`config.mk`:
```
export PLATFORM = sky130hd
export DESIGN_NAME = mc_ctrl
export DESIGN_NICKNAME = d
export VERILOG_FILES = /design/src/rtl/mc_pkg.sv /design/src/rtl/mc_decode.sv /design/src/rtl/mc_ctrl.sv
export SDC_FILE = /design/constraint.sdc
export NUM_CORES = 1
export LEC_CHECK = 0
export CAP_MARGIN = 20
export CORE_MARGIN = 4
export CORE_UTILIZATION = 32
export CTS_BUF_LIST = sky130_fd_sc_hd__clkbuf_4
export CTS_CLUSTER_DIAMETER = 120
export DETAILED_ROUTE_END_ITERATION = 10
export GPL_ROUTABILITY_DRIVEN = 0
export PLACE_DENSITY = 0.77
export REMOVE_ABC_BUFFERS = 1
export SYNTH_ARGS = -nofsm -noshare
export SYNTH_HDL_FRONTEND = slang
export SYNTH_SLANG_ARGS = --single-unit
export TNS_END_PERCENT = 50
```
`constraint.sdc`:
```
create_clock -name clk -period 2.3 [get_ports clk]
set_clock_uncertainty 0.05 [all_clocks]
set_input_delay 0.46 -clock clk [delete_from_list [all_inputs] [get_ports clk]]
set_output_delay 0.46 -clock clk [all_outputs]
set_load 0.05 [all_outputs]
```
`src/rtl/mc_pkg.sv`:
```
// Shared encodings for the multi-cycle MIPS-subset controller: state codes,
// opcode/function constants, datapath select encodings and the one-hot
// instruction class produced by mc_decode.
package mc_pkg;

  localparam int unsigned STATE_W = 3;
  localparam int unsigned OP_W    = 6;
  localparam int unsigned FUNC_W  = 6;

  typedef enum logic [STATE_W-1:0] {
    S_FETCH  = 3'd0,
    S_DECODE = 3'd1,
    S_EXEC   = 3'd2,
    S_MEM    = 3'd3,
    S_WB     = 3'd4
  } state_t;

  // Opcodes (IR[31:26])
  localparam logic [OP_W-1:0] OP_RTYPE = 6'b000000;
  localparam logic [OP_W-1:0] OP_JAL   = 6'b000011;
  localparam logic [OP_W-1:0] OP_BEQ   = 6'b000100;
  localparam logic [OP_W-1:0] OP_ORI   = 6'b001101;
  localparam logic [OP_W-1:0] OP_LUI   = 6'b001111;
  localparam logic [OP_W-1:0] OP_LW    = 6'b100011;
  localparam logic [OP_W-1:0] OP_SW    = 6'b101011;

  // R-type function codes (IR[5:0])
  localparam logic [FUNC_W-1:0] FUNC_ADDU = 6'b100001;
  localparam logic [FUNC_W-1:0] FUNC_SUBU = 6'b100011;
  localparam logic [FUNC_W-1:0] FUNC_JR   = 6'b001000;

  // Next-PC source
  localparam logic [1:0] NPC_PC4 = 2'b00;
  localparam logic [1:0] NPC_BR  = 2'b01;
  localparam logic [1:0] NPC_JAL = 2'b10;
  localparam logic [1:0] NPC_REG = 2'b11;

  // ALU operation
  localparam logic [2:0] ALU_NONE = 3'b000;
  localparam logic [2:0] ALU_ADD  = 3'b010;
  localparam logic [2:0] ALU_SUB  = 3'b110;
  localparam logic [2:0] ALU_OR   = 3'b001;
  localparam logic [2:0] ALU_LUI  = 3'b011;

  // Register-file write address select
  localparam logic [1:0] A3_RD = 2'b00;
  localparam logic [1:0] A3_RT = 2'b01;
  localparam logic [1:0] A3_RA = 2'b10;

  // Register-file write data select
  localparam logic [1:0] WD_ALU = 2'b00;
  localparam logic [1:0] WD_DM  = 2'b01;
  localparam logic [1:0] WD_PC4 = 2'b10;

  // One-hot instruction class
  typedef struct packed {
    logic illegal;
    logic jal;
    logic lui;
    logic beq;
    logic sw;
    logic lw;
    logic ori;
    logic jr;
    logic subu;
    logic addu;
  } iclass_t;

endpackage

```
`src/rtl/mc_decode.sv`:
```
// Combinational instruction classifier.
//   op        : IR[31:26]
//   func      : IR[5:0]
//   iclass_c  : one-hot class; anything unsupported lands in .illegal
module mc_decode
  import mc_pkg::*;
(
  input  logic [OP_W-1:0]   op,
  input  logic [FUNC_W-1:0] func,
  output iclass_t           iclass_c
);

  always_comb begin
    iclass_c = '0;
    case (op)
      OP_RTYPE: begin
        case (func)
          FUNC_ADDU: iclass_c.addu    = 1'b1;
          FUNC_SUBU: iclass_c.subu    = 1'b1;
          FUNC_JR:   iclass_c.jr      = 1'b1;
          default:   iclass_c.illegal = 1'b1;
        endcase
      end
      OP_ORI:  iclass_c.ori     = 1'b1;
      OP_LW:   iclass_c.lw      = 1'b1;
      OP_SW:   iclass_c.sw      = 1'b1;
      OP_BEQ:  iclass_c.beq     = 1'b1;
      OP_LUI:  iclass_c.lui     = 1'b1;
      OP_JAL:  iclass_c.jal     = 1'b1;
      default: iclass_c.illegal = 1'b1;
    endcase
  end

endmodule

```
`src/rtl/mc_ctrl.sv`:
```
// Multi-cycle controller for the MIPS subset addu/subu/jr/ori/lw/sw/beq/lui/jal.
// Only the state is registered; every control output is decoded
// combinationally from the state, the instruction fields, zero and mem_ready.
//   clk, reset          : clock, async active-high reset (forces FETCH)
//   op, func, zero      : instruction fields and ALU equal flag
//   mem_ready           : data memory completes this cycle
//   IRWrite .. MALUB    : datapath strobes and selects
//   state               : current state (debug)
//   retire              : one-cycle pulse at instruction completion
module mc_ctrl
  import mc_pkg::*;
(
  input  logic               clk,
  input  logic               reset,
  input  logic [OP_W-1:0]    op,
  input  logic [FUNC_W-1:0]  func,
  input  logic               zero,
  input  logic               mem_ready,
  output logic               IRWrite,
  output logic               PCWrite,
  output logic [1:0]         NPCOp,
  output logic [2:0]         ALUCtrl,
  output logic               EXTOp,
  output logic               RegWrite,
  output logic               MemRead,
  output logic               MemWrite,
  output logic [1:0]         MGRFA3,
  output logic [1:0]         MGRFWD,
  output logic               MALUB,
  output logic [STATE_W-1:0] state,
  output logic               retire
);

  state_t  state_q, state_d;
  iclass_t iclass_c;

  mc_decode u_decode (
    .op       (op),
    .func     (func),
    .iclass_c (iclass_c)
  );

  // State register
  always_ff @(posedge clk or posedge reset) begin
    if (reset) state_q <= S_FETCH;
    else       state_q <= state_d;
  end

  // Next state and control decode
  always_comb begin
    state_d  = S_FETCH;
    IRWrite  = 1'b0;
    PCWrite  = 1'b0;
    NPCOp    = NPC_PC4;
    ALUCtrl  = ALU_NONE;
    EXTOp    = 1'b0;
    RegWrite = 1'b0;
    MemRead  = 1'b0;
    MemWrite = 1'b0;
    MGRFA3   = A3_RD;
    MGRFWD   = WD_ALU;
    MALUB    = 1'b0;

    // ALU/EXT selects stay fixed from EXEC through WB so the ALU result is stable
    if (state_q inside {S_EXEC, S_MEM, S_WB}) begin
      if (iclass_c.addu)                  ALUCtrl = ALU_ADD;
      if (iclass_c.subu || iclass_c.beq)  ALUCtrl = ALU_SUB;
      if (iclass_c.ori)                   ALUCtrl = ALU_OR;
      if (iclass_c.lui)                   ALUCtrl = ALU_LUI;
      if (iclass_c.lw || iclass_c.sw)     ALUCtrl = ALU_ADD;
      MALUB = iclass_c.ori || iclass_c.lui || iclass_c.lw || iclass_c.sw;
      EXTOp = iclass_c.lw || iclass_c.sw;
    end

    case (state_q)
      S_FETCH: begin
        IRWrite = 1'b1;
        state_d = S_DECODE;
      end
      S_DECODE: begin
        if (iclass_c.jal) begin
          RegWrite = 1'b1;
          MGRFA3   = A3_RA;
          MGRFWD   = WD_PC4;
          PCWrite  = 1'b1;
          NPCOp    = NPC_JAL;
        end else if (iclass_c.jr) begin
          PCWrite = 1'b1;
          NPCOp   = NPC_REG;
        end else if (iclass_c.illegal) begin
          PCWrite = 1'b1;
        end else begin
          state_d = S_EXEC;
        end
      end
      S_EXEC: begin
        if (iclass_c.beq) begin
          PCWrite = 1'b1;
          NPCOp   = zero ? NPC_BR : NPC_PC4;
        end else if (iclass_c.lw || iclass_c.sw) begin
          state_d = S_MEM;
        end else begin
          state_d = S_WB;
        end
      end
      S_MEM: begin
        MemRead  = iclass_c.lw;
        MemWrite = iclass_c.sw;
        if (!mem_ready)        state_d = S_MEM;
        else if (iclass_c.sw)  PCWrite = 1'b1;
        else                   state_d = S_WB;
      end
      S_WB: begin
        RegWrite = 1'b1;
        PCWrite  = 1'b1;
        MGRFA3   = (iclass_c.addu || iclass_c.subu) ? A3_RD : A3_RT;
        MGRFWD   = iclass_c.lw ? WD_DM : WD_ALU;
      end
      default: ;
    endcase

    // The state register clears asynchronously, but FETCH would still raise
    // IRWrite, so every output is squashed while reset is held.
    if (reset) begin
      IRWrite  = 1'b0;
      PCWrite  = 1'b0;
      NPCOp    = NPC_PC4;
      ALUCtrl  = ALU_NONE;
      EXTOp    = 1'b0;
      RegWrite = 1'b0;
      MemRead  = 1'b0;
      MemWrite = 1'b0;
      MGRFA3   = A3_RD;
      MGRFWD   = WD_ALU;
      MALUB    = 1'b0;
    end
  end

  assign state  = STATE_W'(state_q);
  assign retire = PCWrite;

endmodule

```
==> impl_metrics.yaml <==
floorplan:
  die-area_sq_mm: 0.00236
  die_w_microns: 48.6
  core_sq_mm: 0.00154
  die_y_microns: 48.6
  start_util_pct: 34.3
  ios: 36
  row_count: 14
sta:
  worstMarginPinSlew_ps: 512
  layout_min_cycle_time_ps: 2710
  fmax_mhz: 369
  drv_slew: 0
  setup_viol: 14
  slew_headroom_pct: 65.8
  finalSetupTns_ps: -2730
  rsz0062_at_grt: "true"
  fin_crit_sh_pct: 118
  setup_ws_ps: -410
  hold_viol_final: 0
logic_synthesis:
  ys_seq_area_share_pct: 14.2
  synth-seq-cells: 3
  synth_top_cells_by_area: "dfrtp_1 (14%), nand2_1 (7.1%), nor3_1 (6.6%), nor2b_1 (5.9%), nor2_1 (5.0%)"
  synthCells: 79
  ys_warn_count: 0
  yosys.area.top_type: "dfrtp_1"
  synth_flop_cell: "dfrtp_1"
  syn_area_sq_um: 528
  avgSynthCellArea_sq_um: 6.68
  synth.top_cell.area_share_pct: 14.2
  synth_cell_type_count: 33
  ys_async_sr_fraction_pct: 100
  synth-edff-count: 0
power_and_ir_drop:
  p_sw_w: 0.000329
  ir_worst_vdd_mv: 0.614
  p_leak_nw: 0.624
  p_int_w: 0.000362
  switching_share_pct: 47.6
  seq_power_share_pct: 14.0
  pwr-share-clk_pct: 16.2
  pwr_density_cell_mw_per_mm2: 485
  combPwrFrac_pct: 69.8
grt:
  grt_max_degree: 10
  met3_usage_pct: 7.98
  met2_usage_pct: 48.7
  grt_pass1_vias: 1089
  overflow: 0
  grt.busiest_layer: "met2"
  use_met1_pct: 29.5
  antenna_found_initial: 0
  grt_pass1_wl_microns: 5270
  grt_usage_pct: 27.7
drt:
  drt_pass1_iterations: 6
  wl_microns: 3560
  vias: 1026
  drc: 0
  drt-initial-drc-count: 73
  via_per_inst: 6.41
  wl_per_cell_microns: 22.3
  antenna_left: 0
cts:
  htree_levels: 1
  cts_sinks: 3
  cts_hold_buffers: 0
  clkSlewWorstSetupHoldPaths_ps: 40
  clk_latency_ps: 240
  numCtsBuffers: 3
  clockBufferDepth: 2
  root_buffer: "clkbuf_4"
  tritoncts: "yes"
setup_path:
  cp-end-kind: "output pin"
  cp-start-kind: "primary input"
  rr_worst_depth: 4
  timing.rr.start: "state[1]"
  required_ps: 1790
  startpoint: "op[5]"
  worstSetupEndpoint: "PCWrite"
  cp_max_fo: 2
  path_class: "primary input to output pin"
  arrival_ps: 2200
  r2r_setup_slack_ps: 1110
  rr_endpoint: "state[1]"
place:
  postPlaceCellArea_sq_mm: 0.00120
  dp_hpwl_microns: 1760
  port_buffers: 35
finish:
  layout-drive-gt1-share_pct: 59.0
  final_common_cell: "buf_4"
  largest_reg_flops: 3
  syn2layout_area_growth_pct: 170
  antenna_cells: 0
  nets: 161
  final_core_util_pct: 92.6
  layout_common_cells: "buf_4 (28), buf_12 (15), clkdlybuf4s50_1 (11), buf_6 (7), nand2_1 (6)"
  stdcell_area_sq_mm: 0.00143
outcome:
  violations: "setup timing"
  outcome: "finished with violations"
hold_path:
  min_path_type: "primary input to asynchronous set/reset pin"
job:
  cap_violations: 0
[through the flow]
stage               power, W  hold WS [ps]  instances  setup slack (ps)
CTS                 0.000662           486        159              -366
global route        0.000720           303        160              -432
floorplan           0.000296           169         73              -672
global placement    0.000505           505        150              -715
detailed placement  0.000513           506        150              -744
finish              0.000692           335        160              -410
[synthesized netlist by cell type (2+ instances only)]
| library cell | number |
|---|---|
| nand2_1 | 10 |
| nor2_1 | 7 |
| nor3_1 | 7 |
| a21oi_1 | 5 |
| inv_1 | 5 |
| nor2b_1 | 5 |
| clkbuf_1 | 3 |
| dfrtp_1 | 3 |
| nor4_1 | 3 |
| a31oi_1 | 2 |
| and2_1 | 2 |
| buf_4 | 2 |
| nand3b_1 | 2 |
| nand4_1 | 2 |
| nand4b_1 | 2 |
| or3_1 | 2 |
[worst min-delay path by stage]
stage / endpoint / depth (start not counted) / start
4_1_cts: state[0] / 1 / state[2]
3_5_place_dp: state[0] / 1 / state[2]
2_1_floorplan: state[0] / 1 / reset
5_1_grt: state[2] / 3 / reset
3_3_place_gp: state[0] / 1 / state[2]
6_report: state[2] / 3 / reset
[critical path: stages]
cell      delay, ps
buf_6           100
or4_4           540
or3_4           400
o211a_4         280
o221ai_4        250
buf_12          180
[metal layers]
metal	vias up	wire length [microns]
li1	421	-
met4	0	144
met2	101	1870
met1	480	1160
met3	24	384
met5	-	0
[power by group through the flow]
stage	clock network (W)	registers [W]	logic, W
2_1_floorplan	0	0.000139	0.000157
3_3_place_gp	0	0.0000893	0.000416
3_5_place_dp	0	0.0000919	0.000421
4_1_cts	0.000116	0.0000936	0.000452
5_1_grt	0.000125	0.000100	0.000495
6_report	0.000112	0.0000971	0.000483
[kinds of logic after synthesis]
family / share of synthesized area, %
and+or+nand+nor: 54.3
AOI/OAI and AO/OA: 20.9
buffers and inverters: 10.7
DFF: 14.2
[layout make-up]
type	count	area (sq um)
Multi-Input combinational cell	65	533
Fill cell	54	114
Tap cell	16	20.0
Clock buffer	4	30.0
Timing Repair Buffer	67	747
Inverter	5	21.3
Sequential cell	3	76.3
[timing repair]
action	4_1_cts	5_1_grt
setup buffers	7	2
resized for setup	52	14
endpoints found under the setup margin	16	16
pin swaps	12	7
Power figures use the tool's default switching activity.
